<file path="src/rtl/zx_io_pkg.sv">
// Shared constants and types for the ZX Spectrum 128 OUT-port decoder.
// Port addresses, the paging lock bit, FSM state encoding and default audio levels.
package zx_io_pkg;

    localparam logic [15:0] PORT_7FFD   = 16'h7FFD;
    localparam logic [7:0]  PORT_FE     = 8'hFE;
    localparam int          MB_LOCK_BIT = 5;

    localparam int DEF_ACC_BITS  = 10;
    localparam int DEF_LEVEL_EAR = 640;
    localparam int DEF_LEVEL_MIC = 96;

    typedef enum logic [1:0] {
        IDLE     = 2'd0,
        QUAL     = 2'd1,
        COMMIT   = 2'd2,
        WAIT_END = 2'd3
    } io_state_t;

endpackage

</file>
<file path="src/rtl/zx_sigma_delta.sv">
// First-order sigma-delta modulator: the carry out of a free-running accumulator
// gives a 1-bit stream whose mean density is level / 2^ACC_BITS.
module zx_sigma_delta #(
    parameter int ACC_BITS = 10
) (
    input  logic                i_clk,
    input  logic                i_reset_n,
    input  logic [ACC_BITS-1:0] i_level,
    output logic                o_bit
);

    logic [ACC_BITS-1:0] r_acc;
    logic                r_bit;
    logic [ACC_BITS:0]   w_sum;

    assign w_sum = {1'b0, r_acc} + {1'b0, i_level};

    always_ff @(posedge i_clk) begin
        if (!i_reset_n) begin
            r_acc <= '0;
            r_bit <= 1'b0;
        end else begin
            r_acc <= w_sum[ACC_BITS-1:0];
            r_bit <= w_sum[ACC_BITS];
        end
    end

    assign o_bit = r_bit;

endmodule

</file>
<file path="src/rtl/zx_io_ports.sv">
// Z80 OUT-port write decoder: captures 7FFD (paging) and FE (border/MIC/beeper)
// writes into the clock_25 domain and produces the sigma-delta audio bit.
module zx_io_ports
    import zx_io_pkg::*;
#(
    parameter bit                  FULL_DECODE = 1'b0,
    parameter int                  ACC_BITS    = DEF_ACC_BITS,
    parameter logic [ACC_BITS-1:0] LEVEL_EAR   = ACC_BITS'(DEF_LEVEL_EAR),
    parameter logic [ACC_BITS-1:0] LEVEL_MIC   = ACC_BITS'(DEF_LEVEL_MIC)
) (
    input  logic        clock_25,
    input  logic        RESET_N,
    input  logic [15:0] A,
    input  logic [7:0]  D,
    input  logic        nIORQ,
    input  logic        nRD,
    input  logic        nWR,
    input  logic        nM1,
    output logic [7:0]  membank,
    output logic [2:0]  border,
    output logic        mic,
    output logic        beeper,
    output logic        audio_out,
    output logic        wr_commit,
    output io_state_t   o_dbg_state
);

    logic            w_iow;
    logic            r_iow_meta;
    logic            r_iow_s;
    io_state_t       r_state;
    io_state_t       w_state_next;
    logic            w_commit;
    logic            w_hit_7ffd;
    logic            w_hit_fe;
    logic [7:0]      r_membank;
    logic [2:0]      r_border;
    logic            r_mic;
    logic            r_beeper;
    logic            r_wr_commit;
    logic [ACC_BITS:0]   w_level_sum;
    logic [ACC_BITS-1:0] w_level;

    // INTA (nM1=0 with nIORQ=0) and reads must never look like a write.
    assign w_iow = !nIORQ && !nWR && nRD && nM1;

    // Synchroniser is left out of reset so a strobe held across reset release stays visible.
    always_ff @(posedge clock_25) begin
        r_iow_meta <= w_iow;
        r_iow_s    <= r_iow_meta;
    end

    // One commit per IO cycle: the strobe must be seen twice (IDLE->QUAL->COMMIT) and then
    // drop (WAIT_END) before another write is accepted; A/D are sampled only in COMMIT.
    always_ff @(posedge clock_25) begin
        if (!RESET_N) r_state <= WAIT_END;
        else          r_state <= w_state_next;
    end

    always_comb begin
        w_state_next = r_state;
        case (r_state)
            IDLE:     if (r_iow_s) w_state_next = QUAL;
            QUAL:     w_state_next = r_iow_s ? COMMIT : IDLE;
            COMMIT:   w_state_next = WAIT_END;
            WAIT_END: if (!r_iow_s) w_state_next = IDLE;
            default:  w_state_next = WAIT_END;
        endcase
    end

    assign w_commit = (r_state == COMMIT);

    assign w_hit_7ffd = FULL_DECODE ? (A == PORT_7FFD) : (!A[15] && !A[1]);
    assign w_hit_fe   = FULL_DECODE ? (A[7:0] == PORT_FE) : !A[0];

    always_ff @(posedge clock_25) begin
        if (!RESET_N) begin
            r_membank   <= '0;
            r_border    <= '0;
            r_mic       <= 1'b0;
            r_beeper    <= 1'b0;
            r_wr_commit <= 1'b0;
        end else begin
            r_wr_commit <= w_commit;
            if (w_commit) begin
                // Once the lock bit is set, paging is frozen until the next reset.
                if (w_hit_7ffd && !r_membank[MB_LOCK_BIT]) r_membank <= D;
                if (w_hit_fe) begin
                    r_border <= D[2:0];
                    r_mic    <= D[3];
                    r_beeper <= D[4];
                end
            end
        end
    end

    assign w_level_sum = (r_beeper ? {1'b0, LEVEL_EAR} : '0)
                       + (r_mic    ? {1'b0, LEVEL_MIC} : '0);
    assign w_level     = w_level_sum[ACC_BITS] ? '1 : w_level_sum[ACC_BITS-1:0];

    zx_sigma_delta #(
        .ACC_BITS (ACC_BITS)
    ) u_sigma_delta (
        .i_clk     (clock_25),
        .i_reset_n (RESET_N),
        .i_level   (w_level),
        .o_bit     (audio_out)
    );

    assign membank     = r_membank;
    assign border      = r_border;
    assign mic         = r_mic;
    assign beeper      = r_beeper;
    assign wr_commit   = r_wr_commit;
    assign o_dbg_state = r_state;

endmodule

</file>
<file path="config.mk">
export PLATFORM = sky130hd
export DESIGN_NAME = zx_io_ports
export DESIGN_NICKNAME = d
export VERILOG_FILES = /design/src/rtl/zx_io_pkg.sv /design/src/rtl/zx_sigma_delta.sv /design/src/rtl/zx_io_ports.sv
export SDC_FILE = /design/constraint.sdc
export NUM_CORES = 1
export LEC_CHECK = 0
export ABC_AREA = 1
export CAP_MARGIN = 15
export CELL_PAD_IN_SITES_DETAIL_PLACEMENT = 1
export CELL_PAD_IN_SITES_GLOBAL_PLACEMENT = 1
export CORE_MARGIN = 2
export CORE_UTILIZATION = 34
export DETAILED_ROUTE_END_ITERATION = 8
export PLACE_DENSITY = 0.84
export REMOVE_ABC_BUFFERS = 1
export SLEW_MARGIN = 20
export SYNTH_ARGS = -nofsm -noshare
export SYNTH_HDL_FRONTEND = slang
export SYNTH_HIERARCHICAL = 1
export SYNTH_SLANG_ARGS = --single-unit
</file>
<file path="constraint.sdc">
create_clock -name clock_25 -period 3.3 [get_ports clock_25]
set_clock_uncertainty 0.05 [all_clocks]
set_input_delay 0.33 -clock clock_25 [delete_from_list [all_inputs] [get_ports clock_25]]
set_output_delay 0.33 -clock clock_25 [all_outputs]
set_load 0.02 [all_outputs]
</file>
### Yosys cells after proc, flatten, opt, wreduce, memory -nomap -nowiden

Index checks and enable logic that the tools add are counted.

| storage, ports and cells | value |
|---|---|
| input port bits | 30 |
| flip-flop bits (word level) | 29 |
| output and inout port bits | 17 |
| word-level logic and storage cells | 39 |

| operators by class | value |
|---|---|
| multiplexer cells | 7 |
| equal/unequal tests | 5 |
| add/subtract/negate cells | 2 |
| reduce and logical (&&, ||, !) cells | 14 |
| bitwise operators | 1 |

Operators by type and width:

| kind | count |
|---|---|
| two-way mux 10 bit | 2 |
| adder 10 x 10 -> 11 bit | 1 |
| adder 10 x 7 -> 11 bit | 1 |
| one-hot mux 2 bit (4 select lines) | 1 |
| two-way mux 7 bit | 1 |
| two-way mux 2 bit | 3 |
| AND reduction 2 bit | 3 |
| logical AND 1 bit | 5 |
| logical NOT 1 bit | 5 |
| equality test 2 bit, second input constant | 2 |
| != test 2 bit, second input constant | 2 |
| equality test 2 x 1 -> 1 bit, second input constant | 1 |
| logical NOT 2 bit | 1 |
| NOT 1 bit | 1 |

### Longest topological paths before layout

Gate-level depths: netlist (run 1).

| depth | value |
|---|---|
| depth after elaboration | 4 |
| gate-level depth with buffers | 11 |
| gate-level depth less buffers | 11 |

### By module

Netlist (run 1), hierarchy kept.

Modules (own cells, without submodules):

| module | sequential area each (µm²) | area an instance (µm²) | instances | cells each |
|---|---|---|---|---|
| zx_sigma_delta | 220.2 | 760.7 | 1 | 115 |
| zx_io_ports | 360.3 | 703.2 | 1 | 93 |

### Worst setup path after synthesis (run 1)

OpenSTA, ideal clock, no wires.

| path | value |
|---|---|
| path type | reg2reg |
| start point | register r_mic, in the netlist mic |
| end point | register u_sigma_delta.r_acc[9] |
| clock period less this slack | 1,416 ps |
| data required time | 3,188 ps |
| buffers on the path | 0 |
| setup slack | 1,884 ps |
| setup time | 62 ps |
| data arrival time | 1,305 ps |
| stages on the path, launching flop included | 9 |
| cell sequence | dfxtp_1 -> ha_1 -> nand2_1 -> nand2_1 -> a21oi_1 -> nand3_1 -> nand2_1 -> inv_1 -> nor2_2 |

| between the ends | value |
|---|---|
| word-level cells in the longest chain between the ends | 4 |

Ends and longest elaborated chain:

| what | RTL line | source |
|---|---|---|
| start, declared | zx_io_ports.sv:38 | `logic r_mic;` |
| start signal, assigned | zx_io_ports.sv:90 | `r_mic <= D[3];` |
| two-way mux 7 bit | zx_io_ports.sv:98 | `+ (r_mic ? {1'b0, LEVEL_MIC} : '0);` |
| adder 10 x 7 -> 11 bit | zx_io_ports.sv:98 |  |
| two-way mux 10 bit | zx_io_ports.sv:99 | `assign w_level = w_level_sum[ACC_BITS] ? '1 : w_level_sum[ACC_BITS-1:0];` |
| adder 10 x 10 -> 11 bit | zx_sigma_delta.sv:16 | `assign w_sum = {1'b0, r_acc} + {1'b0, i_level};` |
| end signal, assigned | zx_sigma_delta.sv:23 | `r_acc <= w_sum[ACC_BITS-1:0];` |
| end, declared | zx_sigma_delta.sv:12 | `logic [ACC_BITS-1:0] r_acc;` |

No other way between the ends.
A chain may end at the register's enable or synchronous reset.

### Final worst setup path (run 1)

| path | value |
|---|---|
| start point | register r_state[0], in the netlist o_dbg_state[0] |
| end point | output o_dbg_state[0] |

RTL lines:

| what | RTL line | source |
|---|---|---|
| start, declared | zx_io_ports.sv:31 | `io_state_t r_state;` |
| start signal, assigned | zx_io_ports.sv:57 | `else r_state <= w_state_next;` |
| end, declared | zx_io_ports.sv:25 | `output io_state_t o_dbg_state` |

No word-level cell between the ends.

==> results of run 1 <==
[registers in the layout, summed over array words and instances, names as in the netlist, named ones only]
| name | cells |
|---|---|
| beeper | 1 |
| u_sigma_delta/o_bit | 1 |
| r_iow_s | 1 |
| r_iow_meta | 1 |
| wr_commit | 1 |
| o_dbg_state | 1 |
| mic | 1 |
| border | 3 |
| u_sigma_delta/r_acc | 10 |
| membank | 8 |
[metal layers]
layer	track usage, %	vias to the layer above	wire length (µm)
li1	-	743	-
met1	17.7	652	1570
met2	29.7	26	1870
met3	4.36	4	107
met4	7.91	0	42
met5	0	-	0
[synth_stat cells (all sizes together)]
cell type	instances	area (µm²)
nand3b	1	7.51
nor3	2	10.0
ha	10	125
conb	1	3.75
o21bai	1	7.51
fa	1	20.0
nand3	6	30.0
o21ai	10	50.1
buf	2	12.5
nand2	46	178
a21oi	12	60.1
inv	31	116
nor2	47	206
dfxtp	29	581
nand4	9	56.3
[power breakdown]
part | internal, µW | switching [µW] | total (µW)
clock | 300 | 143 | 443
combinational | 115 | 170 | 285
sequential | 390 | 18.6 | 409
[cells by family (layout without fill, tap and decap cells)]
family,after synthesis,in the layout
adders and majority gates,11,11
buffers and inverters,33,73
other,1,7
and+or+nand+nor,111,111
DFF,29,29
AOI/OAI and AO/OA,23,23
[metrics by stage]
| stage | total power [µW] | hold slack, ps |
|---|---|---|
| 6_report | 1140 | 277 |
| 5_1_grt | 1210 | 294 |
| 4_1_cts | 1140 | 280 |
| 3_5_place_dp | 689 | 265 |
| 3_3_place_gp | 677 | 263 |
| 2_1_floorplan | 598 | 260 |
[layout by cell type, fill, tap and decap left out]
cell / n
sky130_fd_sc_hd__nand2_1: 44
sky130_fd_sc_hd__nor2_1: 41
sky130_fd_sc_hd__clkdlybuf4s50_1: 33
sky130_fd_sc_hd__dfxtp_1: 29
sky130_fd_sc_hd__inv_1: 28
sky130_fd_sc_hd__a21oi_1: 12
sky130_fd_sc_hd__o21ai_0: 10
sky130_fd_sc_hd__ha_1: 10
sky130_fd_sc_hd__nand4_1: 9
sky130_fd_sc_hd__conb_1: 7
sky130_fd_sc_hd__nand3_1: 6
sky130_fd_sc_hd__clkbuf_8: 5
sky130_fd_sc_hd__inv_2: 3
sky130_fd_sc_hd__nor2_4: 3
sky130_fd_sc_hd__nor2_2: 3
sky130_fd_sc_hd__nor3_1: 2
sky130_fd_sc_hd__nand2_2: 2
sky130_fd_sc_hd__bufinv_16: 2
sky130_fd_sc_hd__clkinv_2: 1
sky130_fd_sc_hd__buf_4: 1
sky130_fd_sc_hd__o21bai_1: 1
sky130_fd_sc_hd__nand3b_1: 1
sky130_fd_sc_hd__fa_1: 1
[final timing paths]
path	startpoint	endpoint	slack, ps	cells after the start
hold reg to reg	r_iow_meta	r_iow_s	280	0
hold / removal	r_iow_meta	r_iow_s	280	0
setup reg to reg	mic	u_sigma_delta/r_acc[9]	1810	8
setup / recovery	o_dbg_state[0]	o_dbg_state[0]	1590	1
[final cells by class]
type,count,area [µm²]
Clock buffer,5,68.8
Clock inverter,3,65.1
Fill cell,533,2050
Inverter,31,116
Multi-Input combinational cell,152,777
Sequential cell,29,581
Tap cell,50,62.6
Timing Repair Buffer,34,338
==> out/metrics.sh, run 1 <==
RUN_STATUS='complete, no violations'
CORE-AREA_UM2=4060
TIMING.FMAX_GHz=0.585
DIE_WIDTH_UM=69.6
CTS_HOLD_BUF=0
TOTAL_WIRE_LENGTH_UM=3590
ROUTE.DETAILED.VIAS_PER_INST=4.69
CAP_VIOL_MAX_COUNT=0
WORSTPATHCELLLIST='clkdlybuf4s50_1'
MAX-CLOCK-PATH-BUFFERS=2
TIMING_HOLD_VIOLATIONS_FINAL=0
CTS.SINKS=29
DRIVE_ABOVE_1_SHARE_PCT=7.87
CRITICAL_PATH.N_BUFFERS_INVERTERS=1
CTS_TREE='done'
FIRST_GLOBAL_VIAS=1483
POWER_DENSITY_nW_PER_UM2=566
SYNTH_SIMPLE_GATE_AREA_SHARE_PCT=33.3
SYNTHADDERAREAFRAC_PCT=9.91
WORST_PATH_MAX_FANOUT=3
GRT.TOTAL_USAGE_PCT=16.5
FIN_SETUP_TNS_PS=0
SLOWEST_STAGE='sky130_fd_sc_hd__clkdlybuf4s50_1'
SYN_INST_COUNT=208
GP_CONGESTION=0.751
SYN2LAYOUT_AREA_GROWTH_PCT=37.2
SYNTH.DISTINCT_CELLS=20
IO_BUFFER_COUNT=33
PATH_CLK_SLEW_PS=60
FINISH.CELL_COUNT_WITHOUT_FILLERS=304
START_UTIL_PCT=36.1
ANT_NETS=0
GRT_FIRST_PASS_WIRELENGTH_UM=6360
SYN-MEAN-INSTANCE-AREA_UM2=7.04
SYNTH.CELL_AREA_UM2=1460
DETAILEDROUTE.FIRSTPASSITERATIONCOUNT=4
FINISH.INSTANCE_AREA_UM2=2010
REQUIRED_TIME_WORST_ENDPOINT_PS=2920
YOSYS-MUX-AREA-FRACTION_PCT=0
LARGEST_FAMILY_OF_LOGIC_CELLS_BY_SYNTHESIZED_AREA='simple AND/OR/NAND/NOR gates'
WORSTHOLDPATHTYPE='register to register'
SYNTHESIS.YOSYS.WARNINGS=6
NUMBER_OF_H_TREE_LEVELS=2
POST-CTS-SETUP-BUFFER-COUNT=0
PEAKVDDDROP_mV=0.296
POSTCTSRESIZEDCELLS=0
GRT_SETUP_UNREPAIRED='false'
WORSTSETUPSTARTPOINTTYPE='register'
FINAL_MAX_SLEW_VIOL_COUNT=0
DETAILEDROUTE.FIRSTITERATIONVIOLATIONS=46
DR_TOTAL_VIAS=1425
WL_PER_CELL_UM=11.8
MAX_STAGE_DELAY_PS=650
CLK_LATENCY_PS=280
END_KIND='output port'
SYNTH.YOSYS.SEQ_AREA_SHARE_PCT=39.7
OVERFLOW=0
NUM_ROWS=23
CTS-ROOT-BUF='sky130_fd_sc_hd__clkbuf_8'
DETAIL_ROUTE.DRC_VIOLATIONS=0
SETUP_VIOL=0
WORST_SETUP_SLACK_AFTER_PLACEMENT_PS=1600
DIE_AREA_UM2=4850
NETS=294
BOUNDARYPINS=47
POST-DP-HPWL_UM=2770
FIN_WS_PS=1590
N_ANTENNA_CELL=0
FINAL_UTIL_PCT=49.5
PLACE_AREA_UM2=1870
POWER.LEAKAGE_uW=0.000969
FINAL_CLOCK_PERIOD_UTILIZATION_BY_THE_WORST_PATH_PCT=51.8
SYNTH_XOR_AREA_SHARE_PCT=0
CRITICALPATHCATEGORY='register to output port'
MIN_CYCLE_TIME_LAYOUT_PS=1710
SYNTH-COMPOUND-AREA-SHARE_PCT=8.03
CPLARGESTDELAYFAMILY='buffers and inverters'
SYNTH_SEQ_CELLS=29
GRT_ANTENNA_BEFORE_REPAIR=0
CTS_BUFFERS=5
PLACED_CELLS=296
GRT_MAX_DEGREE=14
DIE_HEIGHT_UM=69.6
CP_DATA_ARRIVAL_TIME_PS=1330
(Power assumes the default switching activity.)
==> inputs of run 2 (changes only) <==
- CORE_UTILIZATION: 34 -> 29
- PLACE_DENSITY: 0.84 -> 0.76
- clock period: 3.3 -> 1.55 ns (I/O delays scaled with it)
==> out/metrics.sh, run 2 (synthesis gave the netlist of run 1 again) <==
FINAL_MAX_SLEW_VIOL_COUNT=0  # unchanged
CTS.SINKS=29  # unchanged
PATH_CLK_SLEW_PS=60  # about the same
CTS_BUFFERS=5  # unchanged
CORE-AREA_UM2=4790  # was 4060 µm²
CLK_LATENCY_PS=280  # about the same
WORSTPATHCELLLIST='clkdlybuf4s50_1'  # unchanged
DIE_WIDTH_UM=75.1  # was 69.6 µm
BOUNDARYPINS=47  # unchanged
CTS_HOLD_BUF=0  # unchanged
MIN_DELAY_PATH_DEPTH=0  # unchanged
POWER.LEAKAGE_uW=0.000990  # was 0.000969 µW
PEAKVDDDROP_mV=0.292  # was 0.296 mV
SLOWEST_STAGE='sky130_fd_sc_hd__clkdlybuf4s50_1'  # unchanged
START_UTIL_PCT=30.6  # was 36.1%
N_ANTENNA_CELL=0  # unchanged
TIMING.FMAX_GHz=0.681
LARGEST_REGISTER='u_sigma_delta/r_acc'  # unchanged
WORSTSETUPSTARTPOINTTYPE='register'  # unchanged
MAX-CLOCK-PATH-BUFFERS=2  # unchanged
IO_BUFFER_COUNT=33  # unchanged
CRITICALPATHCATEGORY='register to output port'  # unchanged
N_FILL_CELL=616  # was 533
END_KIND='output port'  # unchanged
CRITICAL_PATH.N_BUFFERS_INVERTERS=1  # unchanged
GP_CONGESTION=0.762  # was 0.751
POWER_DENSITY_nW_PER_UM2=1040  # was 566 nW/µm²
NUM_ROWS=25  # was 23
POSTCTSRESIZEDCELLS=1  # was 0
TOTAL_WIRE_LENGTH_UM=3400  # was 3590 µm
DRIVE_ABOVE_1_SHARE_PCT=9.38  # was 7.87%
SWITCHING_POWER_uW=693  # was 333 µW
FIRST_GLOBAL_VIAS=1345  # was 1,483
NUMBER_OF_H_TREE_LEVELS=2  # unchanged
GRT_ANTENNA_BEFORE_REPAIR=0  # unchanged
CRITPATHLAUNCH='membank[5]'  # was o_dbg_state[0]
GRT.TOTAL_USAGE_PCT=13.9  # was 16.5%
FINAL_CLOCK_PERIOD_UTILIZATION_BY_THE_WORST_PATH_PCT=94.8
SYN2LAYOUT_AREA_GROWTH_PCT=37.9  # was 37.2%
POWER.TOTAL_uW=2090  # was 1140 µW
ANT_NETS=0  # unchanged
POWER.SEQUENTIAL.FRACTION_PCT=41.7  # was 35.9%
ROUTE.DETAILED.VIAS_PER_INST=4.29  # was 4.69
CP_DATA_ARRIVAL_TIME_PS=1260  # was 1330 ps
FINAL_UTIL_PCT=42.2  # was 49.5%
WL_PER_CELL_UM=10.5  # was 11.8 µm
FINISH.CELL_COUNT_WITHOUT_FILLERS=323  # was 304
DR_TOTAL_VIAS=1386  # was 1,425
OVERFLOW=0  # unchanged
DETAILEDROUTE.FIRSTITERATIONVIOLATIONS=41  # was 46
RUN_STATUS='complete, no violations'  # unchanged
P_SW_SHARE_PCT=33.2  # was 29.2%
CTS_TREE='done'  # unchanged
WORSTHOLDPATHTYPE='register to register'  # unchanged
POST-CTS-SETUP-BUFFER-COUNT=0  # unchanged
POST-DP-HPWL_UM=2770  # about the same
GRT_SETUP_UNREPAIRED='false'  # unchanged
CTS-ROOT-BUF='sky130_fd_sc_hd__clkbuf_8'  # unchanged
MOSTFREQUENTLAYOUTCELL='sky130_fd_sc_hd__nand2_1'  # unchanged
GRT_FIRST_PASS_WIRELENGTH_UM=5820  # was 6360 µm
MIN_CYCLE_TIME_LAYOUT_PS=1470
LARGEST_REGISTER_FF_COUNT=10  # unchanged
WORST_PATH_MAX_FANOUT=3  # unchanged
CPLARGESTDELAYFAMILY='buffers and inverters'  # unchanged
TIMING_HOLD_VIOLATIONS_FINAL=0  # unchanged
FIN_SETUP_TNS_PS=0  # unchanged
DIE_AREA_UM2=5630  # was 4850 µm²
SHARE_CLK_OF_TOTAL_POWER_PCT=29.1  # was 39.0%
REG2REG_SETUP_SLACK_PS=170  # was 1810 ps
POWER_REPORT.INTERNAL_TOTAL_uW=1400  # was 805 µW
PLACED_CELLS=315  # was 296
PWR-SHARE-COMB_PCT=29.2  # was 25.1%
GRT_MAX_DEGREE=15  # was 14
NETS=296  # was 294
LAYOUT.CELLS.MOST_COMMON_LIST='sky130_fd_sc_hd__nand2_1 (44), sky130_fd_sc_hd__nor2_1 (41), sky130_fd_sc_hd__dfxtp_1 (29), sky130_fd_sc_hd__clkdlybuf4s50_1 (29), sky130_fd_sc_hd__inv_1 (28)'  # was sky130_fd_sc_hd__nand2_1 (44), sky130_fd_sc_hd__nor2_1 (41), sky130_fd_sc_hd__clkdlybuf4s50_1 (33)
REG2REG_FROM='beeper'  # was mic
FF2FF_PATH_DEPTH=9  # was 8
CAP_VIOL_MAX_COUNT=0  # unchanged
DETAIL_ROUTE.DRC_VIOLATIONS=0  # unchanged
CRITICAL_PATH.ENDPOINT='membank[5]'  # was o_dbg_state[0]
DETAILEDROUTE.FIRSTPASSITERATIONCOUNT=2  # was 4
REQUIRED_TIME_WORST_ENDPOINT_PS=1340  # was 2920 ps
MAX_STAGE_DELAY_PS=620  # was 650 ps
REG2REG_TO='u_sigma_delta/o_bit'  # was u_sigma_delta/r_acc[9]
DIE_HEIGHT_UM=75.1  # was 69.6 µm
CP_NUM_CELLS=1  # unchanged
SETUP_VIOL=0  # unchanged
run 2: cell type report:
type                       count  area (µm²)  share of cell area [%]
tap                           67        83.8                    4.15
sequential                    29         581                    28.7
multi-input combinational    152         797                    39.5
inverter                      31         116                    5.76
clock inverter                 2        10.0                   0.496
timing repair buffer          36         359                    17.8
clock buffer                   6        72.6                    3.59
run 2: worst min-delay path by stage:
stage          startpoint    endpoint
6_report       r_iow_meta     r_iow_s
2_1_floorplan       nIORQ  r_iow_meta
4_1_cts        r_iow_meta     r_iow_s
5_1_grt        r_iow_meta     r_iow_s
3_3_place_gp   r_iow_meta     r_iow_s
3_5_place_dp   r_iow_meta     r_iow_s
run 2: per-layer routing:
metal	GRT usage (%)	vias to the layer above	part of all wire [%]
li1	-	739	-
met1	16.7	614	46
met2	22.5	26	48
met3	4.02	7	3.1
met4	6.94	0	2.7
met5	0	-	0
run 2: power by group through the flow:
stage	Clock (µW)	Sequential [µW]	Combinational, µW
2_1_floorplan	0	920	354
3_3_place_gp	0	882	568
3_5_place_dp	0	886	589
4_1_cts	642	869	588
5_1_grt	672	882	700
6_report	608	872	610
run 2: through the flow:
step	instance area, µm²	setup slack [ps]	hold WS [ps]
after floorplan	1470	134	181
after global placement	1910	138	262
after detailed placement	1910	115	269
after CTS	1990	0.746	285
after global routing	2020	28.3	287
final	2020	81.2	281
